**src/rtl/task_input_pkg.sv**
```systemverilog
// Shared types for the task input packet buffer: FSM state encoding and
// the width of one stored FIFO entry {last, data}.
package task_input_pkg;

    typedef enum logic [1:0] {
        s_IDLE    = 2'd0,
        s_LOAD    = 2'd1,
        s_DISCARD = 2'd2,
        s_SEND    = 2'd3
    } state_t;

    // A stored entry is the data word plus its end-of-packet flag in the MSB.
    function automatic int entry_w(input int data_w);
        return data_w + 1;
    endfunction

endpackage

```
**src/rtl/task_input_sync_fifo.sv**
```systemverilog
// Single-clock first-word-fall-through FIFO. The head entry is presented on
// dout combinationally; rd_en pops it. Writes into a full FIFO and reads from
// an empty FIFO are ignored.
module task_input_sync_fifo #(
    parameter int WIDTH = 9,
    parameter int DEPTH = 16
) (
    input  logic                         i_clk,
    input  logic                         i_rst,
    input  logic                         wr_en,
    input  logic [WIDTH-1:0]             din,
    input  logic                         rd_en,
    output logic [WIDTH-1:0]             dout,
    output logic [$clog2(DEPTH+1)-1:0]   count,
    output logic                         full,
    output logic                         empty
);

    localparam int PTR_W = $clog2(DEPTH);
    localparam int CNT_W = $clog2(DEPTH + 1);

    logic [WIDTH-1:0] mem [DEPTH];
    logic [PTR_W-1:0] wr_ptr;
    logic [PTR_W-1:0] rd_ptr;
    logic             do_wr;
    logic             do_rd;

    assign do_wr = wr_en && !full;
    assign do_rd = rd_en && !empty;

    // Storage array write.
    // NOTE: the data array has no reset; pointers and count alone define which entries are valid.
    always_ff @(posedge i_clk) begin
        if (do_wr) begin
            mem[wr_ptr] <= din;
        end
    end

    // Pointers and occupancy count; pointers wrap naturally at DEPTH.
    // NOTE: sequential state uses non-blocking assignments so every register samples pre-edge values.
    always_ff @(posedge i_clk) begin
        if (i_rst) begin
            wr_ptr <= '0;
            rd_ptr <= '0;
            count  <= '0;
        end else begin
            if (do_wr) begin
                wr_ptr <= wr_ptr + 1'b1;
            end
            if (do_rd) begin
                rd_ptr <= rd_ptr + 1'b1;
            end
            if (do_wr && !do_rd) begin
                count <= count + 1'b1;
            end else if (do_rd && !do_wr) begin
                count <= count - 1'b1;
            end
        end
    end

    assign dout  = mem[rd_ptr];
    assign full  = (count == CNT_W'(DEPTH));
    assign empty = (count == '0);

endmodule

```
**src/rtl/task_input_pkt_buffer.sv**
```systemverilog
// Store-and-forward packet buffer for the task input path. Captures one
// packet into the FIFO (truncating it at DEPTH words and dropping the rest),
// then replays it downstream with valid/ready and an end-of-packet marker.
module task_input_pkt_buffer
    import task_input_pkg::*;
#(
    parameter  int DATA_W = 8,
    parameter  int DEPTH  = 16,
    localparam int CNT_W  = $clog2(DEPTH + 1)
) (
    input  logic              i_clk,
    input  logic              i_rst,
    input  logic              i_tvalid,
    input  logic [DATA_W-1:0] i_tdata,
    input  logic              i_tlast,
    output logic              o_tready,
    output logic [DATA_W-1:0] o_data,
    output logic              o_valid,
    output logic              o_last,
    input  logic              i_ready,
    output logic              o_busy,
    output logic              o_empty,
    output logic [CNT_W-1:0]  o_count,
    output logic [CNT_W-1:0]  o_pkt_len,
    output logic              o_overflow
);

    localparam int ENTRY_W = entry_w(DATA_W);

    state_t             state_q;
    state_t             state_d;
    logic               in_xfer;
    logic               out_xfer;
    logic               fill_trunc;
    logic               wr_en;
    logic               wr_last;
    logic [ENTRY_W-1:0] fifo_dout;
    logic [CNT_W-1:0]   fifo_count;
    logic               fifo_full;
    logic               fifo_empty;

    task_input_sync_fifo #(
        .WIDTH (ENTRY_W),
        .DEPTH (DEPTH)
    ) u_fifo (
        .i_clk (i_clk),
        .i_rst (i_rst),
        .wr_en (wr_en),
        .din   ({wr_last, i_tdata}),
        .rd_en (out_xfer),
        .dout  (fifo_dout),
        .count (fifo_count),
        .full  (fifo_full),
        .empty (fifo_empty)
    );

    assign in_xfer  = i_tvalid && o_tready;
    assign out_xfer = o_valid && i_ready;

    // A non-final word landing in the last free slot ends the stored packet.
    assign fill_trunc = in_xfer && (state_q == s_LOAD) && !i_tlast
                        && (fifo_count == CNT_W'(DEPTH - 1));
    assign wr_en      = in_xfer && (state_q == s_LOAD);
    assign wr_last    = i_tlast || fill_trunc;

    assign o_data  = fifo_dout[DATA_W-1:0];
    assign o_last  = o_valid && fifo_dout[DATA_W];
    assign o_empty = fifo_empty;
    assign o_count = fifo_count;

    // State register.
    always_ff @(posedge i_clk) begin
        if (i_rst) begin
            state_q <= s_IDLE;
        end else begin
            state_q <= state_d;
        end
    end

    // Next-state logic.
    // NOTE: state_d gets a default first so no path through the case leaves it unassigned (no latch).
    always_comb begin
        state_d = state_q;
        case (state_q)
            s_IDLE: begin
                state_d = s_LOAD;
            end
            s_LOAD: begin
                if (in_xfer && i_tlast) begin
                    state_d = s_SEND;
                end else if (fill_trunc) begin
                    state_d = s_DISCARD;
                end
            end
            s_DISCARD: begin
                if (in_xfer && i_tlast) begin
                    state_d = s_SEND;
                end
            end
            s_SEND: begin
                if (out_xfer && o_last) begin
                    state_d = s_IDLE;
                end
            end
            default: begin
                state_d = s_IDLE;
            end
        endcase
    end

    // Handshake and status outputs, decoded from the registered state only.
    always_comb begin
        o_tready = 1'b0;
        o_valid  = 1'b0;
        o_busy   = 1'b0;
        case (state_q)
            s_LOAD: begin
                o_tready = 1'b1;
            end
            s_DISCARD: begin
                o_tready = 1'b1;
                o_busy   = 1'b1;
            end
            s_SEND: begin
                o_valid = !fifo_empty;
                o_busy  = 1'b1;
            end
            default: begin
            end
        endcase
    end

    // Packet length snapshot on entry to s_SEND and sticky truncation flag.
    always_ff @(posedge i_clk) begin
        if (i_rst) begin
            o_pkt_len  <= '0;
            o_overflow <= 1'b0;
        end else begin
            if ((state_q != s_SEND) && (state_d == s_SEND)) begin
                // From s_LOAD the final word is being written this cycle.
                o_pkt_len <= (state_q == s_LOAD) ? fifo_count + 1'b1 : fifo_count;
            end
            if (fill_trunc) begin
                o_overflow <= 1'b1;
            end
        end
    end

endmodule

```
**config.mk**
```make
export PLATFORM = sky130hd
export DESIGN_NAME = task_input_pkt_buffer
export DESIGN_NICKNAME = d
export VERILOG_FILES = /design/src/rtl/task_input_pkg.sv /design/src/rtl/task_input_sync_fifo.sv /design/src/rtl/task_input_pkt_buffer.sv
export SDC_FILE = /design/constraint.sdc
export NUM_CORES = 1
export LEC_CHECK = 0
export BUFFER_PORTS_ARGS = -buffer_cell sky130_fd_sc_hd__buf_2
export CAP_MARGIN = 20
export CORE_ASPECT_RATIO = 0.8
export CORE_MARGIN = 2
export CORE_UTILIZATION = 50
export DETAILED_ROUTE_END_ITERATION = 16
export MAX_ROUTING_LAYER = met4
export PLACE_DENSITY = 0.67
export SYNTH_ARGS = -nofsm -noshare
export SYNTH_HDL_FRONTEND = slang
export SYNTH_SLANG_ARGS = --single-unit
export TNS_END_PERCENT = 30
```
**constraint.sdc**
```tcl
create_clock -name i_clk -period 2.95 [get_ports i_clk]
set_input_delay 0.885 -clock i_clk [delete_from_list [all_inputs] [get_ports i_clk]]
set_output_delay 0.885 -clock i_clk [all_outputs]
set_load 0.01 [all_outputs]
```
Yosys cells after proc, flatten, opt, wreduce, memory -nomap -nowiden
Memory sizes are Yosys's and may differ from the RTL's. A register that Yosys moved wholly into a read port is not among the register bits. Cells that the tools add are included.

Register bits: 21. Memory bits (writable): 144. Bits of input ports: 13. Output and inout bits: 24. Memories kept: 1.

Memory list: u_fifo.mem (depth 16, width 9, rd ports 1, clocked after memory_dff 1, wr ports 1, line task_input_sync_fifo.sv:22) `logic [WIDTH-1:0] mem [DEPTH];`.

Add/sub/neg operators: 4. Equality and inequality tests: 7. Multiplexer cells: 15. Reductions and logical operators: 24.

Operators with widths (count): 5-bit 2-to-1 mux (3); 1-bit logical AND (13); 4-bit by 1-bit adder with 4-bit output (second input constant) (2); 2-bit 2-to-1 mux (4); 4-bit 2-to-1 mux (2); 2-bit one-hot mux with 4 select lines (1); 2-bit equality test (second input constant) (3); 5-bit by 1-bit adder with 5-bit output (second input constant) (1); 5-bit by 4-bit equality test with 1-bit output (second input constant) (1); 5-bit equality test (second input constant) (1); 1-bit zero test (5); 5-bit zero test (1); 1-bit 2-to-1 mux (5); 5-bit by 1-bit subtractor with 5-bit output (second input constant) (1); 2-bit OR reduction (2); 2-bit by 1-bit equality test with 1-bit output (second input constant) (1); 2-bit zero test (1); 2-bit != test (second input constant) (1); 2-bit nonzero test (1); 1-bit logical OR (1).

Logic depth before layout (Yosys ltp)
Word-level depth: 12. Mapped depth: 12. Mapped depth without buffers: 10.

Hierarchy
From an unflattened synthesis, not the netlist that was laid out.

Cell total of the unflattened synthesis: 402. Area, all modules: 6972.9 um^2.

By module, submodules not included: task_input_sync_fifo (instances 1, cells an instance 336, area each 6346.1 um^2, seq. area each 4664.5 um^2); task_input_pkt_buffer (instances 1, cells an instance 66, area each 626.9 um^2, seq. area each 160.2 um^2).

Worst setup path before layout
No wires, ideal clock.

Path type: flip-flop to flip-flop. From: reg u_fifo.count[0]. To: reg u_fifo.count[3]. Setup time: 0.128 ns. Arrival time: 2.533 ns. Data required time: 2.822 ns. Slack: 0.290 ns. Stages on the path, launching flop included: 13. Buffers on the path: 2. Period minus slack after synthesis: 2.660 ns. Cells stage by stage: dfxtp_1 -> inv_1 -> ha_1 -> nor4b_4 -> and3b_1 -> clkbuf_1 -> inv_1 -> ha_1 -> clkbuf_1 -> or4_1 -> a21oi_1 -> xnor2_1 -> nor2_1.

Cells in the longest elaborated chain, start to end: 8.

Ends and longest elaborated chain: start, declared (line task_input_sync_fifo.sv:14) `output logic [$clog2(DEPTH+1)-1:0] count,`; start signal, assigned (line task_input_sync_fifo.sv:54) `count <= count + 1'b1;`; start signal, assigned (line task_input_sync_fifo.sv:56) `count <= count - 1'b1;`; 5-bit zero test * (line task_input_sync_fifo.sv:63) `assign empty = (count == '0);`; net o_empty (line task_input_pkt_buffer.sv:22) `output logic o_empty,`; 1-bit zero test * (line task_input_sync_fifo.sv:29, task_input_pkt_buffer.sv:125); 1-bit 2-to-1 mux (line task_input_pkt_buffer.sv:116) `case (state_q)`; 1-bit logical AND (line task_input_pkt_buffer.sv:58) `assign out_xfer = o_valid && i_ready;`; 1-bit logical AND * (line task_input_sync_fifo.sv:29) `assign do_rd = rd_en && !empty;`; 1-bit zero test (line task_input_sync_fifo.sv:53) `if (do_wr && !do_rd) begin`; 1-bit logical AND (line task_input_sync_fifo.sv:53); 5-bit 2-to-1 mux / 2-bit nonzero test (equally long branches).

The timed path passes the listed nets; every way through them passes the cells marked *. The select of a mux whose other input is x is not followed. A chain may end at the register's enable or synchronous reset.

==> impl_metrics.json <==
{
  "synth_warnings": 0,
  "synth_area_leaders": "edfxtp_1, mux4_2, dfxtp_1",
  "synth-main-ff-cell": "edfxtp_1",
  "synth.top_cell.area_share_pct": 62.6,
  "routed_via_density": 5.60,
  "fin_skew_ps": 8.30,
  "cts_tree": "built",
  "syn_avg_cell_area_sq_um": 18.3,
  "nets": 472,
  "final_core_util_pct": 59.9,
  "htree_levels": 4,
  "power_leakage_nw": 2.75,
  "grt.total_usage_pct": 20.6,
  "async_reset_ff_share_pct": 0,
  "max-cap-violations": 0,
  "crit_required_ps": 2070,
  "synthesis.area_sq_um": 6910,
  "min_period_over_period_pct": 105,
  "grt_max_degree": 34,
  "drtIter0Drc": 285,
  "postRouteAntennaNets": 0,
  "cts_buffers": 17,
  "clock_path_buffers": 2,
  "hp-class": "register to register",
  "grt_pass1_wl_mm": 20.8,
  "routed-via-count": 3575,
  "drt_wl_total_mm": 13.6,
  "ys_ff_latch": 169,
  "cts_setup_buffers": 0,
  "cts.sinks": 169,
  "drive_above_1_share_pct": 31.2,
  "endpoint_kind": "output port",
  "status": "finished with violations",
  "yosysUniqueCellTypes": 42,
  "period_needed_ps": 3100,
  "max_freq_mhz": 323,
  "place_congestion": 0.826,
  "drc": 0,
  "netlist_instances": 378,
  "worstPathMaxFanout": 13,
  "drv_slew": 0,
  "slew_headroom_pct": 58.7,
  "synth_edf_count": 144,
  "rsz0062_at_grt": "true",
  "area_delta_synth_final_pct": 17.5,
  "yosysSeqAreaShare_pct": 69.8,
  "violations": "setup timing",
  "power_density_nw_per_um2": 616,
  "setup_violations": 9,
  "initial_core_util_pct": 51.0,
  "vdd_drop_max_mv": 0.454,
  "die_y_um": 109,
  "place_ws_ps": 236,
  "insertion_delay_ps": 420,
  "rows": 38,
  "die_w_um": 135,
  "cts-root-buf": "clkbuf_16",
  "portBuffers": 36,
  "wl_per_cell_um": 21.2,
  "worst_pin_slew_ps": 620,
  "post-dp-hpwl_mm": 8.57,
  "antenna_found_initial": 0,
  "setup_ws_ps": -146,
  "drt_first_pass_iters": 4,
  "clkSlewWorstSetupHoldPaths_ps": 60,
  "grt_overflow_total": 0,
  "hold_viol_final": 0,
  "nFillCells": 1000,
  "n_antenna_cell": 0,
  "syn_nets": 405,
  "die_area_sq_um": 14800,
  "core_area_sq_um": 13600,
  "grt_pass1_vias": 3602,
  "crit_arrival_ps": 2210,
  "worstSetupStartpointType": "register",
  "crit_type": "register to output port",
  "pin_count": 37,
  "synth_top_cell_by_area": "edfxtp_1",
  "tns_ps": -1090
}
-- synth_stat cells, drive strengths merged (2+ instances only) --
| cell type | count |
|---|---|
| edfxtp | 144 |
| mux4 | 44 |
| nor2 | 31 |
| dfxtp | 25 |
| ha | 14 |
| nand2 | 13 |
| a21oi | 11 |
| buf | 10 |
| inv | 10 |
| clkbuf | 9 |
| o21ai | 9 |
| xor2 | 8 |
| mux2i | 6 |
| nor2b | 5 |
| nand4 | 4 |
| nor3 | 4 |
| o41ai | 4 |
| xnor2 | 4 |
| nand2b | 3 |
| o211ai | 2 |
| or3 | 2 |
-- cell usage in the layout (no fill, tap or decap), types with 5 or more instances in the layout --
cell,synthesis,layout
a21oi_1,11,11
buf_2,4,29
buf_4,1,27
buf_6,4,7
clkbuf_16,0,17
dfxtp_1,25,24
edfxtp_1,144,144
ha_1,14,14
inv_1,10,10
mux2i_1,6,6
mux4_2,38,40
nand2_1,13,13
nor2_1,31,31
nor2b_1,5,5
o21ai_0,9,9
xor2_1,8,8
-- metal layers --
metal | GRT usage (%) | part of all wire [%]
met2 | 30.1 | 48
met1 | 28.4 | 45
met5 | - | 0
met4 | 5.80 | 0.83
met3 | 6.37 | 6.8
-- state kept, by name, indices dropped and copies added (netlist names), named ones only --
register and count:
o_overflow 1, u_fifo.count 5, u_fifo.wr_ptr 4, o_pkt_len 5, u_fifo.mem 144, u_fifo.rd_ptr 4
state_q 2
-- metrics by stage --
stage	instances	power (mW)	instance area (sq um)	hold WS, ps
after floorplan	378	2.80	6910	468
after global placement	605	2.88	7470	445
after detailed placement	605	2.89	7470	458
after CTS	638	5.04	8070	473
after global routing	638	5.18	8120	518
final	638	5.00	8120	470
-- critical path, stage by stage (launching register included) --
cell and delay, ps:
dfxtp_4 420, buf_12 190, mux4_2 510, mux4_2 520, buf_6 150
-- area by class of cell --
type	instances	area, sq um	share of cell area, %
clock buffer	18	429	5.29
timing repair buffer	67	514	6.33
inverter	10	37.5	0.462
tap	180	225	2.77
sequential	169	4830	59.5
multi-input combinational	180	1930	23.8
clock inverter	14	155	1.91
-- power by group --
group	total [mW]	internal [mW]	switching [mW]	leakage [nW]
sequential	2.63	2.61	0.0220	1.50
combinational	0.209	0.0881	0.121	0.968
clock	2.16	1.32	0.845	0.286
total	5.00	4.02	0.989	2.75
-- cells by family (layout without fill, tap and decap cells) --
group / Yosys count / count (layout) / share of synthesized area, %
AND/OR/NAND/NOR: 70 / 70 / 5.00
adder cells (fa/ha/maj): 14 / 14 / 2.54
XOR/XNOR: 12 / 12 / 1.52
buffers and inverters: 29 / 109 / 2.14
AO/OA/AOI/OAI: 33 / 33 / 3.21
flip-flops: 169 / 169 / 69.8
multiplexers: 51 / 51 / 15.8
-- worst paths after layout --
| path | start | endpoint | slack, ps | depth (start not counted) |
|---|---|---|---|---|
| setup / recovery | register | o_data[3] | -150 | 4 |
| hold / removal | o_overflow | o_overflow | 470 | 2 |
| setup reg to reg | u_fifo.count[0] | u_fifo.count[3] | 350 | 10 |
| hold reg to reg | o_overflow | o_overflow | 470 | 2 |
-- what timing repair did --
| action | 4_1_cts | 5_1_grt |
|---|---|---|
| resized for setup | 4 | 7 |
| setup endpoints to repair | 9 | 9 |
| gates cloned | 1 | 0 |
| hold buffers | 0 | 0 |
Note: power is estimated with default switching activity, not from simulation.
